$ cat src/rtl/ds_mult_ctrl.sv
// Sequencer for the digit-serial GF(2^M) systolic multiplier: latch operands, clear, stream b MSD-first, drain, capture.
// Every output is a flop loaded from next-state logic, so there is no path from any input to any output.
module ds_mult_ctrl #(
  parameter int M    = 16,
  parameter int D    = 4,
  parameter int PIPE = 2,
  localparam int N   = (M + D - 1) / D,
  localparam int CW  = (N > 1) ? $clog2(N) : 1
) (
  input  logic          clk,
  input  logic          rst_n,
  input  logic          in_valid,
  output logic          in_ready,
  input  logic [M-1:0]  a_in,
  input  logic [M-1:0]  b_in,
  output logic [M-1:0]  arr_a,
  output logic          arr_clr,
  output logic          arr_en,
  output logic [D-1:0]  arr_digit,
  output logic          arr_digit_last,
  output logic [CW-1:0] digit_cnt,
  output logic          capture,
  output logic          out_valid,
  input  logic          out_ready,
  output logic          busy
);

  localparam int NP = N * D;
  localparam int PW = (PIPE > 1) ? $clog2(PIPE) : 1;
  localparam logic [CW-1:0] LAST_DIGIT = CW'(N - 1);

  typedef enum logic [2:0] {IDLE, LOAD, RUN, DRAIN, CAPT, DONE} state_t;

  state_t         state_q, state_d;
  logic [M-1:0]   a_q, a_d;
  logic [NP-1:0]  b_pad_q, b_pad_d;
  logic [CW-1:0]  cnt_q, cnt_d;
  logic [PW-1:0]  drain_q, drain_d;

  logic           in_ready_q, in_ready_d;
  logic           busy_q, busy_d;
  logic           clr_q, clr_d;
  logic           en_q, en_d;
  logic [D-1:0]   digit_q, digit_d;
  logic           last_q, last_d;
  logic           capture_q, capture_d;
  logic           out_valid_q, out_valid_d;

  always_comb begin
    state_d = state_q;
    a_d     = a_q;
    b_pad_d = b_pad_q;
    cnt_d   = cnt_q;
    drain_d = drain_q;

    case (state_q)
      IDLE: begin
        if (in_valid && in_ready_q) begin
          a_d     = a_in;
          b_pad_d = NP'(b_in);
          state_d = LOAD;
        end
      end
      LOAD: begin
        cnt_d   = '0;
        state_d = RUN;
      end
      RUN: begin
        if (cnt_q == LAST_DIGIT) begin
          cnt_d   = '0;
          drain_d = '0;
          state_d = (PIPE > 0) ? DRAIN : CAPT;
        end else begin
          cnt_d = cnt_q + CW'(1);
        end
      end
      DRAIN: begin
        if (int'(drain_q) == PIPE - 1) begin
          state_d = CAPT;
        end else begin
          drain_d = drain_q + PW'(1);
        end
      end
      CAPT: begin
        state_d = DONE;
      end
      DONE: begin
        if (out_ready) begin
          state_d = IDLE;
        end
      end
      default: begin
        state_d = IDLE;
      end
    endcase

    // Outputs are decoded from the next state so they appear registered in that state.
    in_ready_d  = (state_d == IDLE);
    busy_d      = (state_d != IDLE);
    clr_d       = (state_d == LOAD);
    en_d        = (state_d == RUN);
    last_d      = (state_d == RUN) && (cnt_d == LAST_DIGIT);
    capture_d   = (state_d == CAPT);
    out_valid_d = (state_d == DONE);
    digit_d     = '0;

    // b_pad is consumed as a left shift register: its top digit is always the next one to issue.
    if (state_d == RUN) begin
      digit_d = b_pad_q[NP-1 -: D];
      b_pad_d = b_pad_q << D;
    end
  end

  always_ff @(posedge clk) begin
    if (!rst_n) begin
      state_q     <= IDLE;
      a_q         <= '0;
      b_pad_q     <= '0;
      cnt_q       <= '0;
      drain_q     <= '0;
      in_ready_q  <= 1'b1;
      busy_q      <= 1'b0;
      clr_q       <= 1'b0;
      en_q        <= 1'b0;
      digit_q     <= '0;
      last_q      <= 1'b0;
      capture_q   <= 1'b0;
      out_valid_q <= 1'b0;
    end else begin
      state_q     <= state_d;
      a_q         <= a_d;
      b_pad_q     <= b_pad_d;
      cnt_q       <= cnt_d;
      drain_q     <= drain_d;
      in_ready_q  <= in_ready_d;
      busy_q      <= busy_d;
      clr_q       <= clr_d;
      en_q        <= en_d;
      digit_q     <= digit_d;
      last_q      <= last_d;
      capture_q   <= capture_d;
      out_valid_q <= out_valid_d;
    end
  end

  assign in_ready       = in_ready_q;
  assign busy           = busy_q;
  assign arr_a          = a_q;
  assign arr_clr        = clr_q;
  assign arr_en         = en_q;
  assign arr_digit      = digit_q;
  assign arr_digit_last = last_q;
  assign digit_cnt      = cnt_q;
  assign capture        = capture_q;
  assign out_valid      = out_valid_q;

endmodule

$ cat config.mk
export PLATFORM = sky130hd
export DESIGN_NAME = ds_mult_ctrl
export DESIGN_NICKNAME = d
export VERILOG_FILES = /design/src/rtl/ds_mult_ctrl.sv
export SDC_FILE = /design/constraint.sdc
export NUM_CORES = 1
export LEC_CHECK = 0
export ABC_AREA = 0
export ABC_CLOCK_PERIOD_IN_PS = 4900
export CAP_MARGIN = 20
export CORE_MARGIN = 3
export CORE_UTILIZATION = 50
export CTS_CLUSTER_SIZE = 14
export DETAILED_ROUTE_END_ITERATION = 12
export PLACE_DENSITY = 0.81
export SYNTH_ARGS = -nofsm -noshare
export SYNTH_HDL_FRONTEND = slang
export SYNTH_SLANG_ARGS = --single-unit
$ cat constraint.sdc
create_clock -name clk -period 4.9 [get_ports clk]
set_input_delay 0.49 -clock clk [delete_from_list [all_inputs] [get_ports clk]]
set_output_delay 0.49 -clock clk [all_outputs]
set_load 0.05 [all_outputs]
# Word level (Yosys, flattened, before mapping)
# Index checks and enable logic that the tools add are counted.
[word_totals] regBits=49 latch_bits=0 ramBits=0 romBits=0 input_bits=36 memories=0
[classes] add_sub_neg=2 multipliers=0 div=0 order_cmp=0 n_eq_ne=12 n_shift=0 muxes=13 bitwise=1 reduce_logical=13
[ops] cell="$mux W16" n=3
[ops] cell="$pmux W3 S6" n=1
[ops] cell="$eq A3 B3 Y1 const B" n=4
[ops] cell="$mux W3" n=4
[ops] cell="$eq A3 B2 Y1 const B" n=3
[ops] cell="$reduce_and A2 Y1" n=4
[ops] cell="$eq A3 B1 Y1 const B" n=2
[ops] cell="$logic_not A3 Y1" n=2
[ops] cell="$reduce_bool A2 Y1" n=3
[ops] cell="$eq A2 B2 Y1 const B" n=2
[ops] cell="$pmux W2 S2" n=1
[ops] cell="$reduce_bool A3 Y1" n=1
[ops] cell="$add A2 B1 Y2 const B" n=1
[ops] cell="$logic_and A1 B1 Y1" n=2
[ops] cell="$mux W1" n=2
[ops] cell="$mux W2" n=1
[ops] cell="$ne A2 B2 Y1 const B" n=1
[ops] cell="$pmux W1 S2" n=1
[ops] cell="$reduce_or A2 Y1" n=1
[ops] cell="$add A1 B1 Y1 const B" n=1
[ops] cell="$not A1 Y1" n=1

# Depth between registers and ports, before layout
[logic_depth] word_depth=6 mapped_depth=6 depth_no_buf=4

# Worst setup path after synthesis
# Ideal clock, no wire load.
[synth_path] path_type="register to register" from="reg cnt_q[0], in the netlist digit_cnt[0]" to="reg b_pad_q[10]" arrival_ns=1.814 setup_slack_ns=2.947 stages_incl_launch_ff=7 cell_sequence="dfxtp_1 > ha_1 > or4b_1 > buf_2 > buf_1 > a21oi_1 > a311oi_2"
[synth_between] elab_chain_len=6
[synth_lines] item="start, declared" line="37" text="logic [CW-1:0] cnt_q, cnt_d;"
[synth_lines] item="start signal, assigned" line="133" text="cnt_q <= cnt_d;"
[synth_lines] item="$eq A2 B2 Y1 *" line="69" text="if (cnt_q == LAST_DIGIT) begin"
[synth_lines] item="$mux W3 *" line="69"
[synth_lines] item="$pmux W3 S6 *" line="56" text="case (state_q)"
[synth_lines] item="$eq A3 B2 Y1 *" line="108" text="if (state_d == RUN) begin"
[synth_lines] item="$reduce_bool A2 Y1 (no source line)"
[synth_lines] item="$reduce_and A2 Y1 (no source line)"
[synth_lines] item="end signal, assigned" line="132" text="b_pad_q <= b_pad_d;"
[synth_lines] item="end, declared" line="36" text="logic [NP-1:0] b_pad_q, b_pad_d;"
# Every way passes the cells marked *; elsewhere a longest branch is shown, timed or not.
# A chain may end at the register's enable or synchronous reset.

# Worst setup path in the final report
[layout_path] from="reg state_q[1]" to="reg b_pad_q[6]"
[layout_between] elab_chain_len=5
[layout_lines] item="start, declared" line="34" text="state_t state_q, state_d;"
[layout_lines] item="start signal, assigned" line="130" text="state_q <= state_d;"
[layout_lines] item="$eq A3 B3 Y1, or another cell as far along" line="56"
[layout_lines] item="$pmux W3 S6" line="56"
[layout_lines] item="$eq A3 B2 Y1" line="108"
[layout_lines] item="$reduce_bool A2 Y1 (no source line)"
[layout_lines] item="$reduce_and A2 Y1 (no source line)"
# Parallel ways exist; a longest one is shown, timed or not.

==> impl.org <==
** Synth
- In the post-synthesis netlist, the biggest area contributors are sky130_fd_sc_hd__dfxtp_1 46%, sky130_fd_sc_hd__nand3b_1 12%, sky130_fd_sc_hd__a21oi_1 8.9%.
- Proportion of synthesized flip-flops having asynchronous set or reset :: 0%
- Summing the sequential cell areas from Yosys gives 45.9% of the chip area.
- The cell count after synthesis came out at 231.
- Most frequently used flop master after synthesis :: sky130_fd_sc_hd__dfxtp_1
- Post-synthesis net count :: 268
- Count of warnings emitted by yosys :: 0
- Cell area after synthesis :: 2140 um2
- Post-synth EDFFs :: 0
- The number of different library cells used by synthesis comes to 35.
- Dividing the synthesized area by the synthesized cell count gives 9.26 um2.
- Area share of the largest cell type after synthesis :: 45.9%
- #FFs+latches synth :: 49
- sky130_fd_sc_hd__dfxtp_1 takes more of the synthesized area than any other cell.

** Finish
- Share of layout cells above drive strength 1 :: 8.24%
- Post-layout nets :: 316
- The filler cells instantiated in the layout total 314.
- Footprint of the multi-input gates :: 1060 um2
- Sequential cell area in the final layout :: 982 um2
- With fillers left out, the area of the finished cells amounts to 2880 um2.
- Area grow syn2layout :: 34.7%
- The number of antenna diodes in the final layout is 0.

** Critical path
- Crit path capture type :: flip-flop
- Worst setup path start :: state_q[1]$_SDFF_PN0_
- Critical Path, Cell by Cell :: or4b_1, and2_4, a311oi_1
- Count of buffer and inverter cells on the critical path :: 0
- Kind of critical path :: flip-flop to flip-flop
- Maximum fanout along the worst path :: 75
- The startpoint identified for the worst register-to-register timing path is state_q[1]$_SDFF_PN0_.
- At the worst endpoint, the required time is 5.12 ns.
- Setup crit start kind :: flip-flop
- Data arrival at the endpoint of the critical path :: 2.63 ns
- The largest single stage delay on the critical path is 0.99 ns.
- Master of the slowest instance on the critical path :: sky130_fd_sc_hd__dfxtp_2
- On the critical path the largest part of the delay comes from simple AND/OR/NAND/NOR gates.

** Timing
- Final period util :: 49.3%
- Number of hold-slack violations in the final timing report :: 0
- Setup repair after global routing left no endpoint under its margin.
- FMAX :: 414 MHz
- Setup violations remaining at the end of the flow were counted as 0.
- Setup TNS :: 0 ns
- Worst clock skew :: 0.00392 ns
- The max-slew violation total from the final report is 0.
- Shortest clock period the worst path allows after layout :: 2.42 ns
- Headroom to the max-slew limit came out at 34.9%.
- At the pin with the least slew margin, the transition time is 0.976 ns.

** Global routing
- In the global route stage, met2 resource usage came out at 30.6%.
- Tot GR Track Use :: 20.3%
- For met1 alone, demand over resource in global routing was 26.6%.
- Entering global routing, the biggest net connects 76 pins.
- Remaining global-route overflow :: 0
- The first global-routing pass estimated 8340 um of wire.
- The number of antenna violations at the first check in global routing was 0.
- In this run the most used layer during global routing was met2.
- Global routing consumed, on the met3 layer, 7.71% of the routing resources.
- The number of global-route vias before repair is 1,786.

** Run
- Max capacitance violation total :: 0

** Die
- Die Y-Extent :: 71.4 um
- Floorplan die width :: 71.4 um
- 65 I/O pins were placed.
- Die Footprint :: 5100 um2
- Once the floorplan was initialized, standard cells occupied 52.7% of the core.
- The floorplan has 23 rows.
- Core Area :: 4060 um2

** Worst hold path
- In this run the most critical hold path is launched from arr_a[11]$_SDFFE_PN0P_.
- Hold/Removal Path Class :: flip-flop to flip-flop

** Drt
- Number of nets with antenna violations after routing :: 0
- First-iteration detailed-routing DRC count :: 102
- DR WL/cell :: 15.4 um
- After detailed routing, the total wire length is 5050 um.
- After detailed routing, the number of remaining DRC violations is 0.
- After detailed routing, the number of vias per cell comes to 5.88.
- Number of optimization iterations in the first detailed-route pass :: 5
- Across all layers, the routed design uses 1,936 vias.

** CTS
- Depth of the CTS H-tree :: 2
- The tree is rooted in a sky130_fd_sc_hd__clkbuf_8.
- Num CTS Buffers :: 5
- Hold repair after CTS inserted 0 buffers.
- TritonCTS built the clock tree.
- Clock Pin Slew Worst Setup and Hold Paths :: 0.09 ns
- Sink count of the clock tree :: 49
- The clock passes through at most 2 buffers.
- Clock network latency to the later pin of the worst-skew pair :: 0.30 ns
- Post-CTS setup buffers :: 0
- # resized after CTS :: 0

** Placed design
- Global placement routability congestion :: 0.824
- The wire-length estimate of the detail-placed layout is 3200 um.
- Summing all placed instances gives a cell area of 2780 um2.
- IO buf count :: 64

** Power
- Static Leak :: 0.985 nW
- Power Dens Cells :: 350 nW/um2
- VDD sags by at most 0.162 mV.

** Status
- Outcome :: complete, no violations
==> area by class of cell <==
class | count | share of cell area, %
clock buffers | 5 | 2.39
clock inverters | 2 | 1.22
inverters | 1 | 0.130
multi-input cells | 155 | 36.7
flip-flops and latches | 49 | 34.1
well taps | 50 | 2.17
repair buffers | 67 | 23.3
==> cell usage after synthesis, types with 3 or more instances <==
| cell type | instances |
|---|---|
| sky130_fd_sc_hd__a21oi_1 | 38 |
| sky130_fd_sc_hd__a311oi_1 | 4 |
| sky130_fd_sc_hd__a311oi_2 | 9 |
| sky130_fd_sc_hd__and3_1 | 4 |
| sky130_fd_sc_hd__buf_2 | 4 |
| sky130_fd_sc_hd__clkbuf_1 | 19 |
| sky130_fd_sc_hd__dfxtp_1 | 49 |
| sky130_fd_sc_hd__nand2_1 | 3 |
| sky130_fd_sc_hd__nand3b_1 | 34 |
| sky130_fd_sc_hd__nor2_1 | 3 |
| sky130_fd_sc_hd__nor2b_1 | 3 |
| sky130_fd_sc_hd__o21ai_0 | 35 |
==> through the flow <==
step	total power, mW	instances	hold slack [ns]	worst slack, ns	util [%]
after detailed placement	0.734	322	0.466	2.52	68.4
after global routing	1.05	329	0.503	2.29	71.0
after global placement	0.725	321	0.462	2.19	68.1
after CTS	1.01	329	0.481	2.49	71.0
final	1.01	329	0.480	2.48	71.0
after floorplan	0.647	231	0.446	2.95	-
==> flip-flops by register name (all words and copies together) (netlist names) <==
register	count
arr_a	16
arr_clr	1
arr_digit	4
arr_digit_last	1
arr_en	1
b_pad_q	16
busy	1
capture	1
digit_cnt	2
drain_q	1
in_ready	1
out_valid	1
state_q	3
==> worst paths after layout <==
path | end | slack [ns] | cells past startpoint
setup / recovery | b_pad_q[6]$_SDFFE_PN0P_ | 2.48 | 3
hold / removal | arr_a[11]$_SDFFE_PN0P_ | 0.48 | 2
setup reg to reg | b_pad_q[6]$_SDFFE_PN0P_ | 2.48 | 3
hold reg to reg | arr_a[11]$_SDFFE_PN0P_ | 0.48 | 2
==> per-layer routing <==
metal,wire length (um),vias to the layer above
li1,-,947
met1,2290,913
met2,2250,67
met3,417,9
met4,86,0
met5,0,-
==> kinds of logic (layout without fill, tap and decap cells) <==
logic type | after synthesis | after routing | share of synthesized area, %
flip-flops | 49 | 49 | 45.9
adder cells (fa/ha/maj) | 1 | 1 | 0.585
buffers and inverters | 27 | 75 | 5.38
AND/OR/NAND/NOR | 59 | 59 | 19.8
AO/OA/AOI/OAI | 95 | 95 | 28.4
==> report_power, final <==
part	internal (mW)	switching [mW]	leakage, nW
Clock	0.148	0.132	0.0540
Combinational	0.111	0.147	0.529
Sequential	0.436	0.0318	0.401
==> cell usage in the layout (no fill, tap or decap), types with 2 or more instances in the layout <==
master	Yosys	routed
sky130_fd_sc_hd__a211oi_1	2	2
sky130_fd_sc_hd__a21o_1	2	2
sky130_fd_sc_hd__a21oi_1	38	38
sky130_fd_sc_hd__a311oi_1	4	4
sky130_fd_sc_hd__a311oi_2	9	9
sky130_fd_sc_hd__and3_1	4	4
sky130_fd_sc_hd__buf_4	0	2
sky130_fd_sc_hd__clkbuf_8	0	5
sky130_fd_sc_hd__clkdlybuf4s50_1	0	64
sky130_fd_sc_hd__dfxtp_1	49	48
sky130_fd_sc_hd__nand2_1	3	3
sky130_fd_sc_hd__nand3b_1	34	34
sky130_fd_sc_hd__nand4bb_1	2	2
sky130_fd_sc_hd__nor2_1	3	3
sky130_fd_sc_hd__nor2b_1	3	3
sky130_fd_sc_hd__o21ai_0	35	35
==> worst reg2reg max path, delay by kind of cell, from the launching register on <==
family,cells,cell delay (ns)
AND/OR/NAND/NOR,2,1.13
flip-flops,1,0.99
AO/OA/AOI/OAI,1,0.22
Note: power is estimated with default switching activity, not from simulation.
